File: src/rtl/mwq_pkg.sv
// Shared definitions for the masked write queue.
// Holds the FSM state encoding, the target field bounds inside the wider
// target register (bits 28..26), the derived field/payload widths, the
// default DEPTH/CNT_W values and the masked-merge helper.
package mwq_pkg;

   localparam int FIELD_HI  = 28;
   localparam int FIELD_LO  = 26;
   localparam int FIELD_W   = FIELD_HI - FIELD_LO + 1;
   // A queued entry holds {data, mask}.
   localparam int PAYLOAD_W = 2 * FIELD_W;
   localparam int DEPTH_DEF = 4;
   localparam int CNT_W_DEF = 8;

   typedef enum logic [1:0] {
      ST_IDLE   = 2'd0,
      ST_DRAIN  = 2'd1,
      ST_PAUSED = 2'd2
   } mwq_state_e;

   // Bits with mask=1 take the new data, all others keep their current value.
   function automatic logic [FIELD_W-1:0] merge_bits(
      input logic [FIELD_W-1:0] cur,
      input logic [FIELD_W-1:0] data,
      input logic [FIELD_W-1:0] mask
   );
      return (cur & ~mask) | (data & mask);
   endfunction

endpackage

File: src/rtl/mwq_fifo.sv
// Synchronous FIFO holding the buffered {data, mask} write requests.
// Ports:
//   clk_i, rst_i        clock and synchronous active-high reset
//   push_i, wdata_i     write at tail (caller guarantees not full)
//   pop_i, rdata_o      advance head (caller guarantees not empty); rdata_o
//                       always shows the current head entry
//   flush_i             empties the FIFO at the next edge, overrides push/pop
//   level_o             registered occupancy
//   level_next_o        occupancy after the coming edge
module mwq_fifo #(
   parameter int DEPTH = 4,
   parameter int W     = 6,
   parameter int LVL_W = $clog2(DEPTH) + 1
) (
   input  logic             clk_i,
   input  logic             rst_i,
   input  logic             push_i,
   input  logic             pop_i,
   input  logic             flush_i,
   input  logic [W-1:0]     wdata_i,
   output logic [W-1:0]     rdata_o,
   output logic [LVL_W-1:0] level_o,
   output logic [LVL_W-1:0] level_next_o
);

   localparam int PTR_W = $clog2(DEPTH);

   logic [W-1:0]     mem_q [DEPTH];
   logic [PTR_W-1:0] wr_ptr_q, wr_ptr_d;
   logic [PTR_W-1:0] rd_ptr_q, rd_ptr_d;
   logic [LVL_W-1:0] level_q, level_d;

   // DEPTH is a power of two, so pointers wrap naturally on overflow.
   always_comb begin
      wr_ptr_d = wr_ptr_q;
      rd_ptr_d = rd_ptr_q;
      level_d  = level_q;
      if (rst_i || flush_i) begin
         wr_ptr_d = '0;
         rd_ptr_d = '0;
         level_d  = '0;
      end else begin
         if (push_i) wr_ptr_d = wr_ptr_q + PTR_W'(1);
         if (pop_i)  rd_ptr_d = rd_ptr_q + PTR_W'(1);
         level_d = level_q + LVL_W'(push_i) - LVL_W'(pop_i);
      end
   end

   always_ff @(posedge clk_i) begin
      if (rst_i) begin
         wr_ptr_q <= '0;
         rd_ptr_q <= '0;
         level_q  <= '0;
      end else begin
         wr_ptr_q <= wr_ptr_d;
         rd_ptr_q <= rd_ptr_d;
         level_q  <= level_d;
      end
   end

   // Storage needs no reset: level gates every read.
   always_ff @(posedge clk_i) begin
      if (push_i && !rst_i && !flush_i) mem_q[wr_ptr_q] <= wdata_i;
   end

   assign rdata_o      = mem_q[rd_ptr_q];
   assign level_o      = level_q;
   assign level_next_o = level_d;

endmodule

File: src/rtl/masked_write_queue.sv
// Masked write queue: buffers masked write requests and applies them in
// order to a 3-bit slice (bits 28..26) of a target register.
// Ports:
//   clock_0, reset          clock, synchronous active-high reset
//   in_valid/in_ready       request handshake, {in_data, in_mask} payload
//   hold                    stops draining, queue still accepts
//   flush                   discards every buffered request
//   reg_q                   target field value
//   applied_cnt             saturating count of applied non-zero-mask writes
//   level                   FIFO occupancy
//   state                   IDLE=0, DRAIN=1, PAUSED=2
//
// state     | meaning
// ----------+-----------------------------------------------
// ST_IDLE   | queue empty
// ST_DRAIN  | entries buffered, one applied per cycle
// ST_PAUSED | entries buffered, draining suspended by hold
module masked_write_queue
   import mwq_pkg::*;
#(
   parameter int DEPTH = DEPTH_DEF,
   parameter int CNT_W = CNT_W_DEF
) (
   input  logic                      clock_0,
   input  logic                      reset,
   input  logic                      in_valid,
   output logic                      in_ready,
   input  logic signed [FIELD_W-1:0] in_data,
   input  logic        [FIELD_W-1:0] in_mask,
   input  logic                      hold,
   input  logic                      flush,
   output logic signed [FIELD_W-1:0] reg_q,
   output logic [CNT_W-1:0]          applied_cnt,
   output logic [$clog2(DEPTH):0]    level,
   output logic [1:0]                state
);

   localparam int LVL_W = $clog2(DEPTH) + 1;

   logic                 push;
   logic                 pop;
   logic [PAYLOAD_W-1:0] head;
   logic [FIELD_W-1:0]   head_data;
   logic [FIELD_W-1:0]   head_mask;
   logic [LVL_W-1:0]     level_nxt;

   logic [FIELD_W-1:0]   tgt_q, tgt_d;
   logic [CNT_W-1:0]     cnt_q, cnt_d;
   mwq_state_e           state_q, state_d;

   // No pass-through: a full queue refuses even if a pop happens this cycle.
   assign in_ready = !reset && (level < LVL_W'(DEPTH));
   assign push     = in_valid && in_ready && !flush;
   assign pop      = !reset && !flush && !hold && (level != '0);

   mwq_fifo #(
      .DEPTH (DEPTH),
      .W     (PAYLOAD_W),
      .LVL_W (LVL_W)
   ) u_fifo (
      .clk_i        (clock_0),
      .rst_i        (reset),
      .push_i       (push),
      .pop_i        (pop),
      .flush_i      (flush),
      .wdata_i      ({in_data, in_mask}),
      .rdata_o      (head),
      .level_o      (level),
      .level_next_o (level_nxt)
   );

   assign {head_data, head_mask} = head;

   always_comb begin
      tgt_d = tgt_q;
      cnt_d = cnt_q;
      if (pop && (head_mask != '0)) begin
         tgt_d = merge_bits(tgt_q, head_data, head_mask);
         if (cnt_q != '1) cnt_d = cnt_q + CNT_W'(1);
      end
   end

   // State tracks the occupancy after this edge and the hold level seen now.
   always_comb begin
      state_d = ST_IDLE;
      if (reset || (level_nxt == '0)) state_d = ST_IDLE;
      else if (hold)                  state_d = ST_PAUSED;
      else                            state_d = ST_DRAIN;
   end

   always_ff @(posedge clock_0) begin
      if (reset) begin
         tgt_q   <= '0;
         cnt_q   <= '0;
         state_q <= ST_IDLE;
      end else begin
         tgt_q   <= tgt_d;
         cnt_q   <= cnt_d;
         state_q <= state_d;
      end
   end

   assign reg_q       = tgt_q;
   assign applied_cnt = cnt_q;
   assign state       = state_q;

endmodule

File: config.mk
export PLATFORM = sky130hd
export DESIGN_NAME = masked_write_queue
export DESIGN_NICKNAME = d
export VERILOG_FILES = /design/src/rtl/mwq_pkg.sv /design/src/rtl/mwq_fifo.sv /design/src/rtl/masked_write_queue.sv
export SDC_FILE = /design/constraint.sdc
export NUM_CORES = 1
export LEC_CHECK = 0
export BUFFER_PORTS_ARGS = -buffer_cell sky130_fd_sc_hd__buf_2
export CAP_MARGIN = 0
export CORE_MARGIN = 3
export CORE_UTILIZATION = 55
export DETAILED_ROUTE_END_ITERATION = 6
export GPL_TIMING_DRIVEN = 0
export MAX_ROUTING_LAYER = met4
export PLACE_DENSITY_LB_ADDON = 0.15
export SYNTH_ARGS = -nofsm -noshare
export SYNTH_HDL_FRONTEND = slang
export SYNTH_HIERARCHICAL = 1
export SYNTH_SLANG_ARGS = --single-unit
File: constraint.sdc
create_clock -name clock_0 -period 3.8 [get_ports clock_0]
set_input_delay 0.76 -clock clock_0 [delete_from_list [all_inputs] [get_ports clock_0]]
set_output_delay 0.76 -clock clock_0 [all_outputs]
set_load 0.02 [all_outputs]
==> impl_metrics.ini <==
[global_route]
grt_overflow = 0
grt_pass1_vias = 1231
grt_pass1_wl_um = 5800
antenna_found_initial = 0
grt_max_degree = 15
grt_util_all_layers_pct = 18.5

[place]
place_hpwl_um = 2530
place_ws_ns = 0.104
place_inst = 218
io_buffers = 27
gp_congestion = 0.847

[detailed_routing]
wl_per_cell_um = 14.9
detail-route-antenna-nets = 0
drt_first_iter_violations = 64
vias = 1249
drc = 0
vias_per_cell = 5.53
drt_wl_total_um = 3370
dr.pass1.iters = 4

[cells_and_area]
synthToLayoutAreaGrowth_pct = 14.9
drive_gt1_share_pct = 27.8
layout.nets = 198
instances_no_fill = 226
fillers = 248
diodes = 0

[clock_tree]
cts_sinks = 46
clk_pin_slew_ns = 0.13
cts-hold-fix-buffers = 0
cts_made_buffers = 5
cts_htree_levels = 2
cts_tree = yes
cts-root-buf = clkbuf_4
cts_resized = 0
cts_setup_buffers = 0
clk_latency_ns = 0.35
clockBufferDepth = 2

[die]
dieArea_mm2 = 0.00434
dieHeight_um = 65.9
die_x_um = 65.9
row_count = 21
initial_core_util_pct = 58.1
ios = 28
coreArea_mm2 = 0.00339

[critical_path]
cp.required_ns = 4.04
path_class = input pin to flip-flop
critPathTopFamily = simple AND/OR/NAND/NOR gates
slowest_delay_ns = 1.08
cp.arrival_ns = 3.56
cp-startpoint = reset
critPathBufInv = 3
slowest_stage = nor4b_1
crit_path_max_fanout = 10
end_kind = flip-flop
start_kind = input pin
reg2reg_from = u_fifo/level_o[2]
cp_cell_sequence = buf_2, clkbuf_1, nor4b_1, ha_1, inv_1, fa_1, xnor3_1, nor2_1, nor3_1, nor3b_1

[sta]
hold_slack_ns = 0.506
fin_ws_ns = 0.473
fmax_mhz = 301
setup_viol = 0
clock_skew_ns = 0.0115
rsz0062_at_grt = no
final_hold_viol_count = 0
period_share_pct = 87.5
fin_crit_ns = 3.33
drv_slew = 0
fin_setup_tns_ns = 0
tightest_slew_ns = 1.22
slew_headroom_pct = 17.7

[worst_hold_path]
hold_path_class = flip-flop to flip-flop

[yosys]
post_synth_most_frequent_cells = edfxtp_1, dfxtp_1, nor2_1
ys_seq_elements = 46
synth_edf_count = 24
syn_area_mm2 = 0.00197
synth_ff_type = edfxtp_1
synth_cell_types = 40
synth-seq-area-share_pct = 58.9
yosys.area.top_type = edfxtp_1
async_flop_share_pct = 0
synth_top_area_share_pct = 36.6
postSynthNetCount = 164
yosys-top-cells-area = edfxtp_1, dfxtp_1, mux4_2
synth.most_common_cell = edfxtp_1
yosysWarnings = 6
syn_avg_cell_area_um2 = 13.6
netlist_instances = 145

[power_and_ir_drop]
leakage_nw = 0.867
power.density_mw_per_mm2 = 402
peakVddDrop_v = 0.000302

[run_status]
status = completed

[job]
drv_cap = 0
[layout by cell type, fill, tap and decap left out, types with 5 or more instances in the layout]
| master | Yosys | layout |
|---|---|---|
| mux4_2 | 6 | 6 |
| dfxtp_1 | 22 | 22 |
| edfxtp_1 | 24 | 24 |
| a21oi_1 | 5 | 5 |
| nor2_1 | 18 | 18 |
| clkbuf_4 | 0 | 5 |
| nand3_1 | 7 | 7 |
| ha_1 | 7 | 7 |
| buf_2 | 2 | 29 |
| inv_1 | 7 | 7 |
[final cells by class]
type | count | area [um^2] | share of cell area [%]
timing repair buffer | 27 | 135 | 5.97
buffer | 4 | 25.0 | 1.10
tap | 46 | 57.6 | 2.54
sequential | 46 | 1160 | 51.3
clock buffer | 5 | 37.5 | 1.66
inverter | 7 | 26.3 | 1.16
multi-input combinational | 88 | 758 | 33.5
clock inverter | 3 | 63.8 | 2.82
[per-layer routing]
metal	GRT usage, %	wire length, um	up-vias	share of wire (%)
met5	-	0	-	0
met4	6.99	25	0	0.74
met3	5.10	110	2	3.3
met2	29.3	1720	24	51
met1	22.5	1510	606	45
li1	-	-	617	-
[worst reg2reg max path, delay by kind of cell, from the launching register on]
family,cells,cell delay (ns)
xor gates and xnor gates,1,0.23
adders and majority gates,2,0.66
DFF,1,0.37
buffers and inverters,1,0.05
and+or+nand+nor,4,1.36
[stage by stage]
step / cell area, um^2 / power, mW / utilization (%)
finish: 2260 / 0.909 / 66.8
global route: 2260 / 0.945 / 66.8
CTS: 2260 / 0.920 / 66.8
detailed placement: 2160 / 0.568 / 63.8
global placement: 2160 / 0.566 / 63.8
floorplan: 1970 / 0.552 / -
[worst paths after layout]
path	end	slack (ns)	cells after the start
worst max-delay path	state[1]	0.47	10
worst min register to register	flip-flop	0.51	2
worst max register to register	state[1]	1.02	8
worst min-delay path	flip-flop	0.51	2
[report_power, final]
part / switching (mW) / total [mW] / internal, mW
Combinational: 0.0198 / 0.0316 / 0.0118
Sequential: 0.00110 / 0.525 / 0.523
Clock: 0.150 / 0.353 / 0.203
Total: 0.171 / 0.909 / 0.738
[cells by family (layout without fill, tap and decap cells)]
| group | count (synthesis) | in the layout | share of synthesized area, % |
|---|---|---|---|
| XOR/XNOR | 3 | 3 | 2.03 |
| flip-flops | 46 | 46 | 58.9 |
| AND/OR/NAND/NOR | 48 | 48 | 13.8 |
| multiplexers | 11 | 11 | 9.46 |
| buffers and inverters | 11 | 46 | 2.60 |
| AO/OA/AOI/OAI | 18 | 18 | 7.75 |
| adder cells (fa/ha/maj) | 8 | 8 | 5.46 |
Note: power is estimated with default switching activity, not from simulation.
